**config.mk**
```make
export PLATFORM = sky130hd
export DESIGN_NAME = maze_mem_arbiter_flat
export DESIGN_NICKNAME = d
export VERILOG_FILES = /design/src/rtl/maze_mem_arbiter_if.sv /design/src/rtl/maze_mem_arbiter.sv /design/src/flat_wrapper.sv
export SDC_FILE = /design/constraint.sdc
export NUM_CORES = 1
export LEC_CHECK = 0
export CELL_PAD_IN_SITES_DETAIL_PLACEMENT = 1
export CELL_PAD_IN_SITES_GLOBAL_PLACEMENT = 2
export CORE_MARGIN = 10
export CORE_UTILIZATION = 27
export CTS_CLUSTER_SIZE = 28
export DETAILED_ROUTE_END_ITERATION = 7
export HOLD_SLACK_MARGIN = 0.02
export PLACE_DENSITY = 0.94
export SLEW_MARGIN = 10
export SYNTH_ARGS = -nofsm -noshare
export SYNTH_HDL_FRONTEND = slang
export SYNTH_SLANG_ARGS = --single-unit
```
**constraint.sdc**
```tcl
create_clock -name clk -period 4.25 [get_ports clk]
set_input_delay 0.6375 -clock clk [delete_from_list [all_inputs] [get_ports clk]]
set_output_delay 0.6375 -clock clk [all_outputs]
set_load 0.02 [all_outputs]
```
**src/rtl/maze_mem_arbiter_if.sv**
```systemverilog
// Request/grant bus between the maze loader, the rat solver, the maze memory and the arbiter.
// slave is the arbiter's view; master is the surrounding requesters plus memory.
interface maze_mem_arbiter_if #(
  parameter int unsigned COORD_W = 4
);
  logic               req0;
  logic               wr0;
  logic [COORD_W-1:0] x0;
  logic [COORD_W-1:0] y0;
  logic               din0;
  logic               lock0;
  logic               gnt0;
  logic               valid0;
  logic               rdata0;

  logic               req1;
  logic               wr1;
  logic [COORD_W-1:0] x1;
  logic [COORD_W-1:0] y1;
  logic               din1;
  logic               gnt1;
  logic               valid1;
  logic               rdata1;

  logic [COORD_W-1:0] mem_x;
  logic [COORD_W-1:0] mem_y;
  logic               mem_rd;
  logic               mem_wr;
  logic               mem_din;
  logic               mem_dout;
  logic               busy;

  modport slave (
    input  req0, wr0, x0, y0, din0, lock0,
    output gnt0, valid0, rdata0,
    input  req1, wr1, x1, y1, din1,
    output gnt1, valid1, rdata1,
    output mem_x, mem_y, mem_rd, mem_wr, mem_din,
    input  mem_dout,
    output busy
  );

  modport master (
    output req0, wr0, x0, y0, din0, lock0,
    input  gnt0, valid0, rdata0,
    output req1, wr1, x1, y1, din1,
    input  gnt1, valid1, rdata1,
    input  mem_x, mem_y, mem_rd, mem_wr, mem_din,
    output mem_dout,
    input  busy
  );
endinterface

```
**src/rtl/maze_mem_arbiter.sv**
```systemverilog
// Round-robin arbiter sharing the single-port maze memory between the loader (port 0)
// and the rat solver (port 1), with a bounded burst lock for the loader.
module maze_mem_arbiter #(
  parameter int unsigned COORD_W  = 4,
  parameter int unsigned LOCK_MAX = 64
) (
  input logic               clk,
  input logic               rst,
  maze_mem_arbiter_if.slave bus
);

  localparam int unsigned CNT_W = 8;

  typedef enum logic [1:0] {
    IDLE   = 2'd0,
    ACCESS = 2'd1,
    RESP   = 2'd2
  } state_t;

  state_t             state;
  state_t             state_nxt;
  logic               sel_any;
  logic               sel_port;
  logic               rr;
  logic               lock_owner;
  logic [CNT_W-1:0]   lock_cnt;
  logic [CNT_W-1:0]   cnt_inc;
  logic               lat_port;
  logic               lat_wr;
  logic               lat_din;
  logic [COORD_W-1:0] lat_x;
  logic [COORD_W-1:0] lat_y;

  // state register
  always_ff @(posedge clk or posedge rst) begin
    if (rst) state <= IDLE;
    else     state <= state_nxt;
  end

  // port selection: locked loader first, then a lone requester, then round-robin
  always_comb begin
    sel_any  = 1'b0;
    sel_port = 1'b0;
    if (state != ACCESS) begin
      if (lock_owner && bus.req0) begin
        sel_any  = 1'b1;
        sel_port = 1'b0;
      end else if (bus.req0 && bus.req1) begin
        sel_any  = 1'b1;
        sel_port = rr;
      end else if (bus.req0) begin
        sel_any  = 1'b1;
        sel_port = 1'b0;
      end else if (bus.req1) begin
        sel_any  = 1'b1;
        sel_port = 1'b1;
      end
    end
  end

  // next-state logic
  always_comb begin
    state_nxt = state;
    case (state)
      IDLE:    state_nxt = sel_any ? ACCESS : IDLE;
      ACCESS:  state_nxt = lat_wr ? IDLE : RESP;
      RESP:    state_nxt = sel_any ? ACCESS : IDLE;
      default: state_nxt = IDLE;
    endcase
  end

  // latch the winning request so the memory cycle does not depend on live inputs
  always_ff @(posedge clk or posedge rst) begin
    if (rst) begin
      lat_port <= 1'b0;
      lat_wr   <= 1'b0;
      lat_din  <= 1'b0;
      lat_x    <= '0;
      lat_y    <= '0;
    end else if (sel_any) begin
      lat_port <= sel_port;
      lat_wr   <= sel_port ? bus.wr1  : bus.wr0;
      lat_din  <= sel_port ? bus.din1 : bus.din0;
      lat_x    <= sel_port ? bus.x1   : bus.x0;
      lat_y    <= sel_port ? bus.y1   : bus.y0;
    end
  end

  assign cnt_inc = lock_cnt + CNT_W'(1);

  // round-robin pointer and lock bookkeeping, updated once per grant
  always_ff @(posedge clk or posedge rst) begin
    if (rst) begin
      rr         <= 1'b0;
      lock_owner <= 1'b0;
      lock_cnt   <= '0;
    end else if (state == ACCESS) begin
      rr <= ~lat_port;
      if (!lat_port) begin
        if (bus.lock0) begin
          if (cnt_inc == CNT_W'(LOCK_MAX)) begin
            lock_owner <= 1'b0;
            lock_cnt   <= '0;
          end else begin
            lock_owner <= 1'b1;
            lock_cnt   <= cnt_inc;
          end
        end else begin
          lock_owner <= 1'b0;
          lock_cnt   <= '0;
        end
      end
    end
  end

  // outputs decoded from the state register and the latched request
  always_comb begin
    bus.gnt0    = 1'b0;
    bus.gnt1    = 1'b0;
    bus.valid0  = 1'b0;
    bus.valid1  = 1'b0;
    bus.rdata0  = 1'b0;
    bus.rdata1  = 1'b0;
    bus.mem_x   = '0;
    bus.mem_y   = '0;
    bus.mem_rd  = 1'b0;
    bus.mem_wr  = 1'b0;
    bus.mem_din = 1'b0;
    bus.busy    = (state != IDLE);
    case (state)
      ACCESS: begin
        bus.gnt0    = ~lat_port;
        bus.gnt1    = lat_port;
        bus.mem_x   = lat_x;
        bus.mem_y   = lat_y;
        bus.mem_rd  = ~lat_wr;
        bus.mem_wr  = lat_wr;
        bus.mem_din = lat_din;
      end
      RESP: begin
        bus.valid0 = ~lat_port;
        bus.valid1 = lat_port;
        bus.rdata0 = ~lat_port & bus.mem_dout;
        bus.rdata1 = lat_port & bus.mem_dout;
      end
      default: ;
    endcase
  end

endmodule

```
**src/flat_wrapper.sv**
```systemverilog
// flat-port wrapper written by rule: the top's interface ports become plain ports
module maze_mem_arbiter_flat 
#(
  parameter int unsigned COORD_W  = 4,
  parameter int unsigned LOCK_MAX = 64
)
  (clk, rst, bus_req0, bus_wr0, bus_x0, bus_y0, bus_din0, bus_lock0, bus_gnt0, bus_valid0, bus_rdata0, bus_req1, bus_wr1, bus_x1, bus_y1, bus_din1, bus_gnt1, bus_valid1, bus_rdata1, bus_mem_x, bus_mem_y, bus_mem_rd, bus_mem_wr, bus_mem_din, bus_mem_dout, bus_busy);
  maze_mem_arbiter_if #(.COORD_W(COORD_W)) bus_i ();
  input logic clk;
  input logic rst;
  input wire logic [$bits(bus_i.req0)-1:0] bus_req0;
  input wire logic [$bits(bus_i.wr0)-1:0] bus_wr0;
  input wire logic [$bits(bus_i.x0)-1:0] bus_x0;
  input wire logic [$bits(bus_i.y0)-1:0] bus_y0;
  input wire logic [$bits(bus_i.din0)-1:0] bus_din0;
  input wire logic [$bits(bus_i.lock0)-1:0] bus_lock0;
  output wire logic [$bits(bus_i.gnt0)-1:0] bus_gnt0;
  output wire logic [$bits(bus_i.valid0)-1:0] bus_valid0;
  output wire logic [$bits(bus_i.rdata0)-1:0] bus_rdata0;
  input wire logic [$bits(bus_i.req1)-1:0] bus_req1;
  input wire logic [$bits(bus_i.wr1)-1:0] bus_wr1;
  input wire logic [$bits(bus_i.x1)-1:0] bus_x1;
  input wire logic [$bits(bus_i.y1)-1:0] bus_y1;
  input wire logic [$bits(bus_i.din1)-1:0] bus_din1;
  output wire logic [$bits(bus_i.gnt1)-1:0] bus_gnt1;
  output wire logic [$bits(bus_i.valid1)-1:0] bus_valid1;
  output wire logic [$bits(bus_i.rdata1)-1:0] bus_rdata1;
  output wire logic [$bits(bus_i.mem_x)-1:0] bus_mem_x;
  output wire logic [$bits(bus_i.mem_y)-1:0] bus_mem_y;
  output wire logic [$bits(bus_i.mem_rd)-1:0] bus_mem_rd;
  output wire logic [$bits(bus_i.mem_wr)-1:0] bus_mem_wr;
  output wire logic [$bits(bus_i.mem_din)-1:0] bus_mem_din;
  input wire logic [$bits(bus_i.mem_dout)-1:0] bus_mem_dout;
  output wire logic [$bits(bus_i.busy)-1:0] bus_busy;
  assign bus_i.req0 = bus_req0;
  assign bus_i.wr0 = bus_wr0;
  assign bus_i.x0 = bus_x0;
  assign bus_i.y0 = bus_y0;
  assign bus_i.din0 = bus_din0;
  assign bus_i.lock0 = bus_lock0;
  assign bus_gnt0 = bus_i.gnt0;
  assign bus_valid0 = bus_i.valid0;
  assign bus_rdata0 = bus_i.rdata0;
  assign bus_i.req1 = bus_req1;
  assign bus_i.wr1 = bus_wr1;
  assign bus_i.x1 = bus_x1;
  assign bus_i.y1 = bus_y1;
  assign bus_i.din1 = bus_din1;
  assign bus_gnt1 = bus_i.gnt1;
  assign bus_valid1 = bus_i.valid1;
  assign bus_rdata1 = bus_i.rdata1;
  assign bus_mem_x = bus_i.mem_x;
  assign bus_mem_y = bus_i.mem_y;
  assign bus_mem_rd = bus_i.mem_rd;
  assign bus_mem_wr = bus_i.mem_wr;
  assign bus_mem_din = bus_i.mem_din;
  assign bus_i.mem_dout = bus_mem_dout;
  assign bus_busy = bus_i.busy;
  maze_mem_arbiter #(.COORD_W(COORD_W), .LOCK_MAX(LOCK_MAX)) u_core (.clk(clk), .rst(rst), .bus(bus_i));
endmodule
```
# Word-level counts from Yosys, hierarchy flattened
# Index checks and enable logic that the tools add are counted.
# word_totals
input_bits	26
out_inout_bits	18
register_bits	23
wordCells	55
# op_classes
bitwise_logic	4
mux	31
addsub	1
eq_ne	4
reduce_logical	6
# op_table
op	n
$mux 1	23
$mux 4	4
$mux 8	2
$add 8x1->8 const B	1
$eq 8x7->1 const B	1
$pmux 2 s2	1
$and 1x1->1	2
$eq 2x1->1 const B	1
$eq 2x2->1 const B	1
$logic_and 1x1->1	2
$logic_not 2->1	1
$mux 2	1
$ne 2x1->1 const B	1
$not 1->1	2
$reduce_and 2->1	1
$reduce_bool 2->1	1
$reduce_or 2->1	1

# Longest topological paths before layout
# Gate-level depths: netlist (run 1).
# logic_depth
depth_word	7
mapped_depth	7
mapped_depth_nobuf	6

# Worst setup path before layout (run 1)
# No wires, ideal clock.
# synth_timing
path_type	register to output
from	register u_core.state[0]
to	output port bus_rdata0
path_stages_with_launch	3
required_time_ns	3.612
setup_slack_ns	2.302
arrival_time_ns	1.311
path_buffers	0
cell_sequence	dfrtp_1 -> nor3b_1 -> and2_1
# synth_via
elab_chain_cells	2
# synth_lines
item	line	source
from (decl)	maze_mem_arbiter.sv:20	state_t state;
from (signal assigned)	maze_mem_arbiter.sv:37	else state <= state_nxt;
$eq 2x2->1	maze_mem_arbiter.sv:130	case (state)
$mux 1	maze_mem_arbiter.sv:130	
to (decl)	flat_wrapper.sv:19	output wire logic [$bits(bus_i.rdata0)-1:0] bus_rdata0;
# No other way between the ends.

# Final worst setup path (run 1)
# layout_timing
from	register u_core.state[1]
to	output port bus_gnt0
# layout_via
elab_chain_cells	2
# layout_lines
item	line	source
$eq 2x1->1	maze_mem_arbiter.sv:130	
$mux 1	maze_mem_arbiter.sv:130	
to (decl)	flat_wrapper.sv:17	output wire logic [$bits(bus_i.gnt0)-1:0] bus_gnt0;
# No other way between the ends.

==> metrics.txt, run 1 <==
Net count, final approximately 210; fin crit share 0.667; Post-Synthesis Cells 140; ranking of synthesized cells by area dfrtp_1 46%, nand2_1 6.9%, and2_1 6.0%; hold_buf cts 0; Psw between 200 and 300 uW; post-route ant nets 0; Rel. slew slack 0.419; CTS sink count 23; DP HPWL ~2900 um; worst slack at placement 1.65 ns; post-synth net total around 170; vias in the first global route 1209; Final Hold Vio Count 0; DRT iter0 DRCs 24; Pwr Total between 700 and 800 uW; crit path DAT 2.20 ns; post-route minimum period around 2.8 ns; worst path cell trace and2b_1 -> nand2b_1 -> inv_4 -> clkdlybuf4s50_1; Area growth syn-to-layout 41.2%; worst vdd ir 0.194 mV; die height approximately 88 um; FP Rows 24; crit-path leading delay family buffers and inverters; Fin Setup TNS 0 ns; most common cell after layout, fill and taps aside clkdlybuf4s50_1; WL per Instance about 16 um; Max stage delay on crit path between 0.6 and 0.7 ns; vias per inst approximately 4.9; Synth async-reset ratio 1.00; DR pass1 iterations 4; CP Capture Type output port; reg2reg path depth 6; Die W 87.9 um; CP max-delay cell clkdlybuf4s50_1; WL final around 3600 um; flip-flop and latch area between 500 and 600 sq um; Seq/Total Area, Yosys 0.463; Cell Int Power 473 uW; Yosys cell types 36; Final setup viols 0; pwr dens roughly 410 nW/um^2; unrepaired setup endpoints after global routing no; Max Fclk about 0.35 GHz; status complete, no violations; Flop pwr share 0.439; IO Pins 44; largest net degree at the start of global routing 24; Slew @ Worst Pin 0.870 ns; Synth Warn # 0; Layout Skew ~0.0015 ns; Yosys reg bits 23; GRT Total Usage 0.0979; top cell type's share of synthesized area 0.463; Min-Delay Path Class reg -> reg; LEAKAGE 0.000749 uW; initial antenna violation count 0; Setup Fix Bufs, Post-CTS 0; GP Congestion between 0.7 and 0.8; Stages on worst setup path 4; Num CTS Buffers 3; Worst Setup Start Kind register; Filler cells between 500 and 600; worst setup margin roughly 1.4 ns; Max Cap Viol 0; Worst Hold Path Cells 1; Logic pwr share 0.380; area of the core roughly 4400 sq um; syn avg cell area slightly below 9 sq um; initial core utilization 0.282; maximum level of the CTS H-tree 1; die area 7720 sq um; worst path required time around 3.6 ns; Slew Limit Fails 0; grt total ovfl 0; layout cells sized above 1 0.0829; most frequent cells in the layout 43 x clkdlybuf4s50_1, 23 x nand2_1, 23 x dfrtp_1, 14 x o21ai_0, 12 x and2_1; Yosys top cell by area dfrtp_1; switching fraction of total power 0.350; number of port buffers 43; DRC errors left 0; Resized Gates After CTS 0; Crit Path Max Fanout 13; multi-input logic area between 600 and 700 sq um; Worst-Skew Late Latency 0.26 ns; clk slew on worst S/H paths 0.08 ns; Buf/Inv on CP 2; first-pass GRT wire length ~6100 um; number of synthesized flops with an enable pin 0; Clock Root Buffer clkbuf_8; critical path type reg -> out; CTS tree built; Post-Syn Area ~1200 sq um; Vias about 1100; Post-synth top flop dfrtp_1; CTS Buffer Depth 2; clock share of power 0.181; number of diodes 0
==> Yosys cell counts (all sizes together) (2+ instances only) <==
library cell	n
nand4	2
o31ai	4
dfrtp	23
inv	4
o21ai	16
nor3	3
nor2b	2
a21o	4
clkbuf	5
nor2	6
a211oi	2
buf	3
nand3	4
and2	12
a21oi	2
o22ai	9
nand2b	4
nand2	25
==> worst paths after layout <==
path	from	to	slack, ns
max	u_core.state[1]	bus_gnt0	1.42
max reg2reg	u_core.state[1]	u_core.lock_cnt[6]	2.36
max in group asynchronous	rst	u_core.lat_x[2]	2.86
min	u_core.lat_wr	u_core.state[1]	0.45
min reg2reg	u_core.lat_wr	u_core.state[1]	0.45
min in group asynchronous	rst	u_core.lat_x[1]	0.86
==> metrics by stage <==
| stage | hold WS, ns | utilization | area [sq um] | instances |
|---|---|---|---|---|
| after CTS | 0.457 | 0.398 | 1760 | 233 |
| after global placement | 0.437 | 0.388 | 1710 | 229 |
| after floorplan | 0.438 | - | 1240 | 140 |
| after detailed placement | 0.438 | 0.388 | 1710 | 229 |
| final | 0.453 | 0.398 | 1760 | 233 |
| after global routing | 0.490 | 0.398 | 1760 | 233 |
==> power groups by stage <==
| stage | sequential (uW) | combinational, uW | clock [uW] |
|---|---|---|---|
| after floorplan | 308 | 169 | 0 |
| after global placement | 319 | 275 | 0 |
| after detailed placement | 324 | 282 | 0 |
| after CTS | 319 | 283 | 137 |
| after global routing | 328 | 306 | 146 |
| final | 319 | 276 | 132 |
==> routing by layer <==
metal	vias to the layer above	track usage	share of wire
met5	-	0	0
met4	0	0.0261	0.011
met3	2	0.0214	0.041
met2	22	0.179	0.54
met1	547	0.111	0.40
li1	566	-	-
==> registers in the layout (all words and copies together) (netlist names) <==
name and cells:
u_core.rr 1, u_core.state 2, u_core.lat_port 1, u_core.lock_cnt 8
u_core.lat_x 4, u_core.lock_owner 1, u_core.lat_din 1, u_core.lat_y 4
u_core.lat_wr 1
==> cell type report <==
type / instances / area share
Tap cell: 52 / 0.0370
Sequential cell: 23 / 0.328
Multi-Input combinational cell: 105 / 0.346
Inverter: 4 / 0.00997
Timing Repair Buffer: 45 / 0.254
Clock buffer: 4 / 0.0256
==> logic make-up (layout without fill, tap and decap cells) <==
group,after synthesis,in the layout,synth area share
buffers and inverters,12,53,0.0483
flip-flops,23,23,0.463
AO/OA/AOI/OAI,39,39,0.202
multiplexers,2,2,0.0171
adder cells (fa/ha/maj),1,1,0.0101
AND/OR/NAND/NOR,63,63,0.260
No activity file was read; power rests on OpenSTA's default activity.
==> run 2, diff against run 1 <==
Settings changed: CORE_UTILIZATION 27 to 23, PLACE_DENSITY 0.94 to 0.86.
Clock period 4.25 ns to 2.5 ns, I/O delays scaled along.
==> run 2 against run 1 <==
Die area is 13% higher. Routed wire length is 8.5% higher. Non-clock buffer count rose by 2. Sequential power increased by 69%. Via count grew 3.2%. Critical path depth did not move. First-iteration DRC count grew 92%. Largest power group unchanged. Highest routed layer unchanged.
==> metrics.txt, run 2 (synthesized netlist as in run 1, its figures left out) <==
DRC errors left 0 (unchanged); area of the core 5170 sq um (was 4410 sq um); Fin Setup TNS 0 ns (unchanged); CTS sink count 23 (unchanged); Clock Root Buffer clkbuf_8 (unchanged); reg2reg path depth 5 (was 6); WL final 3940 um (was 3630 um); Final setup viols 0 (unchanged); most frequent cells in the layout 43 x clkdlybuf4s50_1, 23 x nand2_1, 23 x dfrtp_1, 14 x o21ai_0, 12 x and2_1 (unchanged); number of port buffers 43 (unchanged); vias in the first global route 1300 (was 1209); grt total ovfl 0 (unchanged); Top Registers u_core.lock_cnt x8, u_core.lat_x x4, u_core.lat_y x4 (unchanged); Biggest register u_core.lock_cnt (unchanged); Num CTS Buffers 3 (unchanged); Crit Path Max Fanout 8 (was 13); Logic pwr share 0.382 (was 0.380); CP Capture Type output port (unchanged); status complete, no violations (unchanged); post-route minimum period between 2 and 2.5 ns; LEAKAGE 0.000762 uW (was 0.000749 uW); IO Pins 44 (unchanged); pwr dens 706 nW/um^2 (was 414 nW/um^2); hold_ws 0.434 ns (was 0.453 ns); R2R setup slack 0.50 ns (was 2.36 ns); vias per inst 4.64 (was 4.88); Net count, final 211 (was 209); Worst-Skew Late Latency 0.27 ns (was 0.26 ns); DRT iter0 DRCs 46 (was 24); Cell Int Power 808 uW (was 473 uW); WL per Instance 15.6 um (about the same); Max Cap Viol 0 (unchanged); Vias 1173 (was 1137); initial antenna violation count 0 (unchanged); Flop pwr share 0.425 (was 0.439); Min-Delay Path Class in -> async (was reg -> reg); first-pass GRT wire length 6570 um (was 6110 um); Max Fclk approximately 0.43 GHz; GRT Total Usage 0.0932 (was 0.0979); post-route ant nets 0 (unchanged); GP Congestion 0.786 (was 0.748); CTS Buffer Depth 2 (unchanged); reg2reg start u_core.state[0] (was u_core.state[1]); Die W 93.5 um (was 87.9 um); Psw 462 uW (was 254 uW); unrepaired setup endpoints after global routing no (unchanged); Area growth syn-to-layout 44.6% (was 41.2%); layout cells sized above 1 0.104 (was 0.0829); clock share of power 0.194 (was 0.181); switching fraction of total power 0.364 (was 0.350); Setup Fix Bufs, Post-CTS 0 (unchanged); worst path required time 2.12 ns (was 3.61 ns); CTS tree built (unchanged); die height 93.5 um (was 87.9 um); Filler cells 606 (was 528); Rel. slew slack 0.465 (was 0.419); DR pass1 iterations 4 (unchanged); Slew @ Worst Pin 0.800 ns (was 0.870 ns); Largest register FFs 8 (unchanged); maximum level of the CTS H-tree 1 (unchanged); crit path DAT 1.96 ns (was 2.20 ns); die area 8750 sq um (was 7720 sq um); most common cell after layout, fill and taps aside clkdlybuf4s50_1 (unchanged); number of diodes 0 (unchanged); clk slew on worst S/H paths 0.10 ns (was 0.08 ns); Final Hold Vio Count 0 (unchanged); Layout Skew 0.00983 ns (was 0.00155 ns); r2r endpoint u_core.lat_x[1] (was u_core.lock_cnt[6]); worst vdd ir 0.229 mV (was 0.194 mV); critical path type reg -> out (unchanged); DP HPWL 3160 um (was 2930 um); largest net degree at the start of global routing 24 (unchanged); initial core utilization 0.240 (was 0.282); Worst Setup Start Kind register (unchanged); worst setup margin 0.161 ns (was 1.42 ns); FP Rows 26 (was 24); fin crit share 0.935; worst slack at placement 0.238 ns (was 1.65 ns); Slew Limit Fails 0 (unchanged)
[run 2: routing by layer]
| layer | vias up | GRT usage | routed length [um] |
|---|---|---|---|
| met5 | - | 0 | 0 |
| met4 | 0 | 0.0418 | 36 |
| met3 | 2 | 0.00879 | 95 |
| met2 | 18 | 0.174 | 2210 |
| met1 | 578 | 0.104 | 1600 |
| li1 | 575 | - | - |
[run 2: worst max path at each step]
stage          depth (start not counted)            start              end  slack (ns)
2_1_floorplan                          2  u_core.state[0]       bus_rdata0        0.81
3_3_place_gp                           4  u_core.state[1]         bus_gnt0        0.40
3_5_place_dp                           5         bus_req1  u_core.lat_x[1]        0.24
4_1_cts                                4  u_core.state[1]         bus_gnt0        0.06
5_1_grt                                4  u_core.state[1]         bus_gnt1        0.05
6_report                               4  u_core.state[1]         bus_gnt1        0.16
[run 2: worst max-delay path, cell delays in order, from the launching register on]
cell,delay (ns)
dfrtp_1,0.42
and2b_1,0.33
buf_4,0.20
and2_1,0.14
clkdlybuf4s50_1,0.61
[run 2: layout make-up]
cell class              instances  area (sq um)  area share
clock inverters                 1          5.00     0.00278
inverters                       4          17.5     0.00974
multi-input cells             105           611       0.340
well taps                      70          87.6      0.0487
repair buffers                 47           460       0.256
flip-flops and latches         23           576       0.320
clock buffers                   3          41.3      0.0230
[run 2: power groups by stage]
| stage | Combinational, uW | Sequential (uW) | Clock (uW) |
|---|---|---|---|
| floorplan | 288 | 524 | 0 |
| global placement | 479 | 540 | 0 |
| detailed placement | 492 | 548 | 0 |
| CTS | 495 | 540 | 252 |
| global route | 536 | 556 | 271 |
| finish | 485 | 539 | 246 |
[run 2: repair_timing]
item                                    in CTS  in global routing
gates resized for setup                      0                  1
hold buffers                                 0                  0
endpoints found under the setup margin       0                  1
[run 2: per-stage QoR]
step,util,std cells,area (sq um),power [uW]
5_1_grt,0.348,253,1800,1360
4_1_cts,0.347,253,1800,1290
6_report,0.348,253,1800,1270
2_1_floorplan,-,140,1240,812
3_3_place_gp,0.338,249,1750,1020
3_5_place_dp,0.338,249,1750,1040
